==> src/rtl/cpu_control_unit.sv <==
// cpu_control_unit: multi-cycle fetch/decode/execute/writeback sequencer that drives an 8-bit ALU
// Ports: clk, rst_n (async active-low); imem_req/imem_addr/imem_ack/imem_rdata form the fetch handshake;
// alu_opcode/alu_operand1/alu_operand2 go to the ALU and alu_result comes back; halted is a sticky halt flag;
// pc is the program counter; dbg_reg_sel/dbg_reg_data give a combinational register-file read.
module cpu_control_unit #(
  parameter int DATA_WIDTH = 8,
  parameter int PC_WIDTH = 8
) (
  input  logic                  clk,
  input  logic                  rst_n,
  output logic                  imem_req,
  output logic [PC_WIDTH-1:0]   imem_addr,
  input  logic                  imem_ack,
  input  logic [15:0]           imem_rdata,
  output logic [2:0]            alu_opcode,
  output logic [DATA_WIDTH-1:0] alu_operand1,
  output logic [DATA_WIDTH-1:0] alu_operand2,
  input  logic [DATA_WIDTH-1:0] alu_result,
  output logic                  halted,
  output logic [PC_WIDTH-1:0]   pc,
  input  logic [1:0]            dbg_reg_sel,
  output logic [DATA_WIDTH-1:0] dbg_reg_data
);
  localparam logic [2:0] FETCH = 3'd0, DECODE = 3'd1, EXECUTE = 3'd2, WRITEBACK = 3'd3, HALT = 3'd4;
  localparam logic [2:0] OP_JMP = 3'b101, OP_NOP = 3'b110, OP_HALT = 3'b111;
  logic [2:0] state_q, state_d, opc_q, opc_d;
  logic [PC_WIDTH-1:0] pc_q, pc_d;
  logic [15:0] ir_q, ir_d;
  logic [3:0][DATA_WIDTH-1:0] rf_q, rf_d;
  logic [DATA_WIDTH-1:0] result_q, result_d, op1_q, op1_d, op2_q, op2_d;
  logic halted_q, halted_d;
  logic [2:0] op;
  logic imm;
  logic [1:0] rd, rs;
  assign op = ir_q[15:13];
  assign imm = ir_q[12];
  assign rd = ir_q[11:10];
  assign rs = ir_q[9:8];
  always_comb begin
    state_d = state_q;
    pc_d = pc_q;
    ir_d = ir_q;
    rf_d = rf_q;
    result_d = result_q;
    opc_d = opc_q;
    op1_d = op1_q;
    op2_d = op2_q;
    halted_d = halted_q;
    case (state_q)
      FETCH: if (imem_ack) begin
        ir_d = imem_rdata;
        pc_d = pc_q + PC_WIDTH'(1);
        state_d = DECODE;
      end
      DECODE: begin
        opc_d = op;
        op1_d = rf_q[rd];
        op2_d = imm ? DATA_WIDTH'(ir_q[7:0]) : rf_q[rs];
        pc_d = op == OP_JMP ? PC_WIDTH'(ir_q[7:0]) : pc_q;
        halted_d = op == OP_HALT;
        state_d = op == OP_HALT ? HALT : (op == OP_JMP || op == OP_NOP) ? FETCH : EXECUTE;
      end
      EXECUTE: begin
        result_d = alu_result;
        state_d = WRITEBACK;
      end
      WRITEBACK: begin
        rf_d[rd] = result_q;
        state_d = FETCH;
      end
      HALT: ;
      default: state_d = FETCH;
    endcase
  end
  always_ff @(posedge clk or negedge rst_n) begin
    if (!rst_n) begin
      state_q <= FETCH;
      pc_q <= '0;
      ir_q <= '0;
      rf_q <= '0;
      result_q <= '0;
      opc_q <= '0;
      op1_q <= '0;
      op2_q <= '0;
      halted_q <= 1'b0;
    end else begin
      state_q <= state_d;
      pc_q <= pc_d;
      ir_q <= ir_d;
      rf_q <= rf_d;
      result_q <= result_d;
      opc_q <= opc_d;
      op1_q <= op1_d;
      op2_q <= op2_d;
      halted_q <= halted_d;
    end
  end
  // Gated by rst_n so the request drops the moment reset is asserted, not at the next edge.
  assign imem_req = rst_n && state_q == FETCH;
  assign imem_addr = pc_q;
  assign pc = pc_q;
  assign alu_opcode = opc_q;
  assign alu_operand1 = op1_q;
  assign alu_operand2 = op2_q;
  assign halted = halted_q;
  assign dbg_reg_data = rf_q[dbg_reg_sel];
endmodule

==> config.mk <==
export PLATFORM = sky130hd
export DESIGN_NAME = cpu_control_unit
export DESIGN_NICKNAME = d
export VERILOG_FILES = /design/src/rtl/cpu_control_unit.sv
export SDC_FILE = /design/constraint.sdc
export NUM_CORES = 1
export LEC_CHECK = 0
export BUFFER_PORTS_ARGS = -buffer_cell sky130_fd_sc_hd__buf_4
export CAP_MARGIN = 20
export CORE_ASPECT_RATIO = 1.25
export CORE_MARGIN = 2
export CORE_UTILIZATION = 54
export DETAILED_ROUTE_END_ITERATION = 10
export HOLD_SLACK_MARGIN = 0.02
export PLACE_DENSITY = 0.84
export SKIP_LAST_GASP = 1
export SLEW_MARGIN = 40
export SYNTH_ARGS = -nofsm -noshare
export SYNTH_HDL_FRONTEND = slang
export SYNTH_SLANG_ARGS = --single-unit
==> constraint.sdc <==
create_clock -name clk -period 4.4 [get_ports clk]
set_input_delay 0.88 -clock clk [delete_from_list [all_inputs] [get_ports clk]]
set_output_delay 0.88 -clock clk [all_outputs]
set_load 0.005 [all_outputs]
## Word-level counts from Yosys, hierarchy flattened

Index checks and enable logic that the tools add are counted.

| word-level totals | value |
|---|---|
| logic and storage cells | 52 |
| bits of input ports | 29 |
| register bits after elaboration | 87 |
| output and inout port bits | 45 |

| cells by class | value |
|---|---|
| reduce and logical (&&, ||, !) cells | 8 |
| bitwise operators | 1 |
| $add $sub $neg | 1 |
| mux-type cells | 17 |
| equal/unequal tests | 9 |
| magnitude comparators | 4 |

Operators with widths:

| cell | number |
|---|---|
| two-way mux 8 bit | 7 |
| binary-select mux 8 bit (select 2 bit) | 3 |
| bitwise mux 32 bit | 1 |
| demux 8 bit (select 2 bit) | 1 |
| case mux 8 bit (2 select lines) | 1 |
| equality test 3 bit (second input constant) | 4 |
| case mux 3 bit (4 select lines) | 1 |
| < comparator 2 x 3 -> 1 bit (second input constant) | 3 |
| adder 8 x 1 -> 8 bit (second input constant) | 1 |
| equality test 3 x 2 -> 1 bit (second input constant) | 2 |
| two-way mux 3 bit | 2 |
| != test 2 bit (second input constant) | 2 |
| AND reduction 2 bit | 2 |
| equality test 3 x 1 -> 1 bit (second input constant) | 1 |
| logical NOT 3 bit | 1 |
| AND reduction 3 bit | 1 |
| >= comparator 2 x 1 -> 1 bit (second input constant) | 1 |
| logical AND 1 bit | 2 |
| two-way mux 2 bit | 1 |
| nonzero test 2 bit | 1 |
| logical OR 1 bit | 1 |
| inverter 1 bit | 1 |

## Longest topological paths before layout

| depth | value |
|---|---|
| depth in word-level cells | 5 |
| mapped depth | 6 |
| gate-level depth less buffers | 5 |

## Worst setup path after synthesis

No wires, ideal clock.

| path | value |
|---|---|
| path kind | input to output |
| from | in dbg_reg_sel[0] |
| to | out dbg_reg_data[0] |
| slack | 1880 ps |
| required time | 3520 ps |
| data arrival time | 1640 ps |
| path buffers | 1 |
| cell stages on the path | 2 |
| cell sequence | buf_2 -> mux4_2 |

| on the way | value |
|---|---|
| word-level cells in the longest chain between the ends | 2 |

RTL lines:

| what | line | source |
|---|---|---|
| from (decl) | 21 | `input logic [1:0] dbg_reg_sel,` |
| binary-select mux 8 bit (select 2 bit) | 106 | `assign dbg_reg_data = rf_q[dbg_reg_sel];` |
| two-way mux 8 bit (implied by the code) | 106 |  |
| to (decl) | 22 | `output logic [DATA_WIDTH-1:0] dbg_reg_data` |

Every way passes these cells. The select of a mux whose other input is x is not followed.

## Final worst setup path

| path | value |
|---|---|
| from | in dbg_reg_sel[0] |
| to | out dbg_reg_data[6] |

The elaborated chain is that of the path after synthesis.

==> flow_metrics.env <==
export IMPL_io_pins=74
export IMPL_fin_tns_setup_ns=0
export IMPL_placement_io_buffers=73
export IMPL_skew_ns=0.0108
export IMPL_hold_viol_final=0
export IMPL_synth_top_area_share_pct=50.5
export IMPL_clock_latency_ns=0.36
export IMPL_max_stage_delay_ns=0.54
export IMPL_syn_nets=349
export IMPL_clk_pin_slew_ns=0.08
export IMPL_die_area_sq_um=8720
export IMPL_ctsHoldBuffers=0
export IMPL_final_common_cell="dfrtp_1"
export IMPL_yosys_area_share_xor_xnor_pct=0
export IMPL_initial_core_util_pct=55.3
export IMPL_vias_per_cell=5.93
export IMPL_antenna_found_initial=0
export IMPL_drv_cap=0
export IMPL_ir_drop_v=0.000398
export IMPL_holdCritStartpoint="alu_operand1[3]"
export IMPL_critical_path_arrival_ns=1.78
export IMPL_cp_required_ns=3.52
export IMPL_synthCells=319
export IMPL_ys_flop_type="dfrtp_1"
export IMPL_muxShareOfSynthArea_pct=28.8
export IMPL_path_class="in -> out"
export IMPL_status="finished, final reports clean"
export IMPL_fillers=598
export IMPL_gp_congestion=0.824
export IMPL_cellPowerDensity_nw_per_um2=782
export IMPL_yosys_area_top_type="dfrtp_1"
export IMPL_die_y_um=104
export IMPL_cts_tree="built"
export IMPL_drcViolationCount=0
export IMPL_leakagePower_nw=2.24
export IMPL_die_w_um=83.9
export IMPL_tightest_slew_ns=0.740
export IMPL_min_period_ns=2.66
export IMPL_ant_nets=0
export IMPL_syn_area_sq_um=4310
export IMPL_root_buffer="clkbuf_8"
export IMPL_start_kind="input pin"
export IMPL_grt_util_all_layers_pct=21.5
export IMPL_grt_pass1_vias=2812
export IMPL_wire_per_inst_um=18.9
export IMPL_setup_viol=0
export IMPL_power_total_mw=3.94
export IMPL_cts_sinks=87
export IMPL_final_cell_mix="87 x dfrtp_1, 75 x buf_4, 55 x mux2_2"
export IMPL_yosysSeqAreaShare_pct=50.5
export IMPL_crit_path_frequent_cell="buf_4"
export IMPL_reg2reg_from="state_q[0]"
export IMPL_hold_end="alu_operand1[3]"
export IMPL_core_sq_um=7790
export IMPL_final_nets=408
export IMPL_synth_async_reset_ratio_pct=100
export IMPL_synth_edf_count=0
export IMPL_post_cts_buffers=0
export IMPL_min_path_cells=2
export IMPL_area_delta_synth_final_pct=16.7
export IMPL_drt_iter0_drc=228
export IMPL_post_dp_hpwl_um=6190
export IMPL_synthAdderAreaFrac_pct=0.290
export IMPL_syn_area_per_cell_sq_um=13.5
export IMPL_critical_path_peak_fanout=8
export IMPL_regToRegEndpoint="imem_addr[3]"
export IMPL_layout_drive_gt1_share_pct=47.8
export IMPL_cts_resized=0
export IMPL_synth_area_leaders="dfrtp_1 50%, mux2_2 14%, mux4_2 13%, nand2_1 3.4%, buf_4 2.1%"
export IMPL_critical_path_cell_chain="buf_4 -> mux4_2 -> buf_4"
export IMPL_core_rowCount=36
export IMPL_drv_slew=0
export IMPL_yosys_warnings=0
export IMPL_grt_max_degree=88
export IMPL_synth_compound_area_share_pct=5.75
export IMPL_cts_buffer_depth=2
export IMPL_cts_made_buffers=9
export IMPL_worstRegToRegCells=4
export IMPL_rsz0062_at_grt="false"
export IMPL_grt_overflow=0
export IMPL_finish_utilization_pct=64.5
export IMPL_synth_simple_gate_area_share_pct=9.98
export IMPL_critPathSlowestCell="mux4_2"
export IMPL_max_freq_ghz=0.376
export IMPL_htreeDepth=3
export IMPL_endpoint_kind="primary output"
export IMPL_drt_pre_antenna_iters=4
export IMPL_min_period_over_period_pct=60.4
export IMPL_wl_um=9020
export IMPL_ys_seq_elements=87
export IMPL_slew_headroom_pct=50.7
export IMPL_grt_pass1_wl_um=14600
export IMPL_via_count=2835
export IMPL_antenna_cells=0
export IMPL_synth_top_family_by_area="multiplexers"
export IMPL_hold_path_class="reg -> reg"
export IMPL_ff2ff_setup_slack_ns=2.45
export IMPL_netlist_cell_type_count=44
## state kept, by name, summed over array words and instances (netlist names)
name / cells
state_q: 3
rf_q: 32
alu_opcode: 3
alu_operand2: 8
result_q: 8
imem_addr: 8
halted: 1
alu_operand1: 8
ir_q: 16
## synthesized netlist by cell type, types with 2 or more instances
cell and count:
nor3_1 3, mux2i_1 8, a21oi_1 14, mux2_2 55, buf_2 7, inv_1 2, nor2b_1 2, nand3_1 3
buf_1 2, o21ai_0 5, o22ai_1 2, nor2_1 15, buf_4 12, dfrtp_1 87, nor3b_4 2, mux4_2 24
nand2_1 39, buf_6 5, clkbuf_1 2, o21ai_1 6
## worst max-delay path, delay by kind of cell
family | cells | cell delay (ns)
muxes | 1 | 0.54
buffers and inverters | 2 | 0.35
## report_power, final
group | switching [mW] | internal, mW
Sequential | 0.525 | 1.19
Combinational | 0.615 | 1.01
Clock | 0.277 | 0.318
## worst max-delay path by stage
stage                              start               to  slack [ns]  depth (start not counted)
after global placement    dbg_reg_sel[0]  dbg_reg_data[3]        1.74                          3
after floorplan           dbg_reg_sel[0]  dbg_reg_data[0]        1.88                          2
final                     dbg_reg_sel[0]  dbg_reg_data[6]        1.74                          3
after CTS                 dbg_reg_sel[0]  dbg_reg_data[3]        1.74                          3
after detailed placement  dbg_reg_sel[0]  dbg_reg_data[4]        1.74                          3
after global routing      dbg_reg_sel[0]  dbg_reg_data[5]        1.70                          3
## area by class of cell
cell class | count | area (sq um) | share of cell area [%]
Timing Repair Buffer | 76 | 577 | 11.5
Clock buffer | 10 | 128 | 2.54
Inverter | 2 | 7.51 | 0.149
Tap cell | 95 | 119 | 2.36
Sequential cell | 87 | 2180 | 43.3
Clock inverter | 6 | 85.1 | 1.69
Multi-Input combinational cell | 202 | 1940 | 38.5
## metrics by stage
| stage | cell area (sq um) | hold WS (ns) | cells | worst slack (ns) |
|---|---|---|---|---|
| 2_1_floorplan | 4310 | 0.470 | 319 | 1.88 |
| 3_3_place_gp | 4800 | 0.465 | 462 | 1.74 |
| 3_5_place_dp | 4810 | 0.470 | 462 | 1.74 |
| 4_1_cts | 5020 | 0.490 | 478 | 1.74 |
| 5_1_grt | 5030 | 0.508 | 478 | 1.70 |
| 6_report | 5030 | 0.486 | 478 | 1.74 |
## metal layers
layer | global-route usage (%) | wire, um
met5 | 0 | 0
met4 | 8.29 | 170
met3 | 4.29 | 406
met2 | 35.9 | 4770
met1 | 27.9 | 3670
## kinds of logic (layout without fill, tap and decap cells)
| logic type | Yosys count | after routing |
|---|---|---|
| fa+ha+maj | 1 | 1 |
| simple gates | 77 | 77 |
| buf+inv | 30 | 94 |
| compound gates | 37 | 37 |
| mux | 87 | 87 |
| flops | 87 | 87 |
Note: power is estimated with default switching activity, not from simulation.
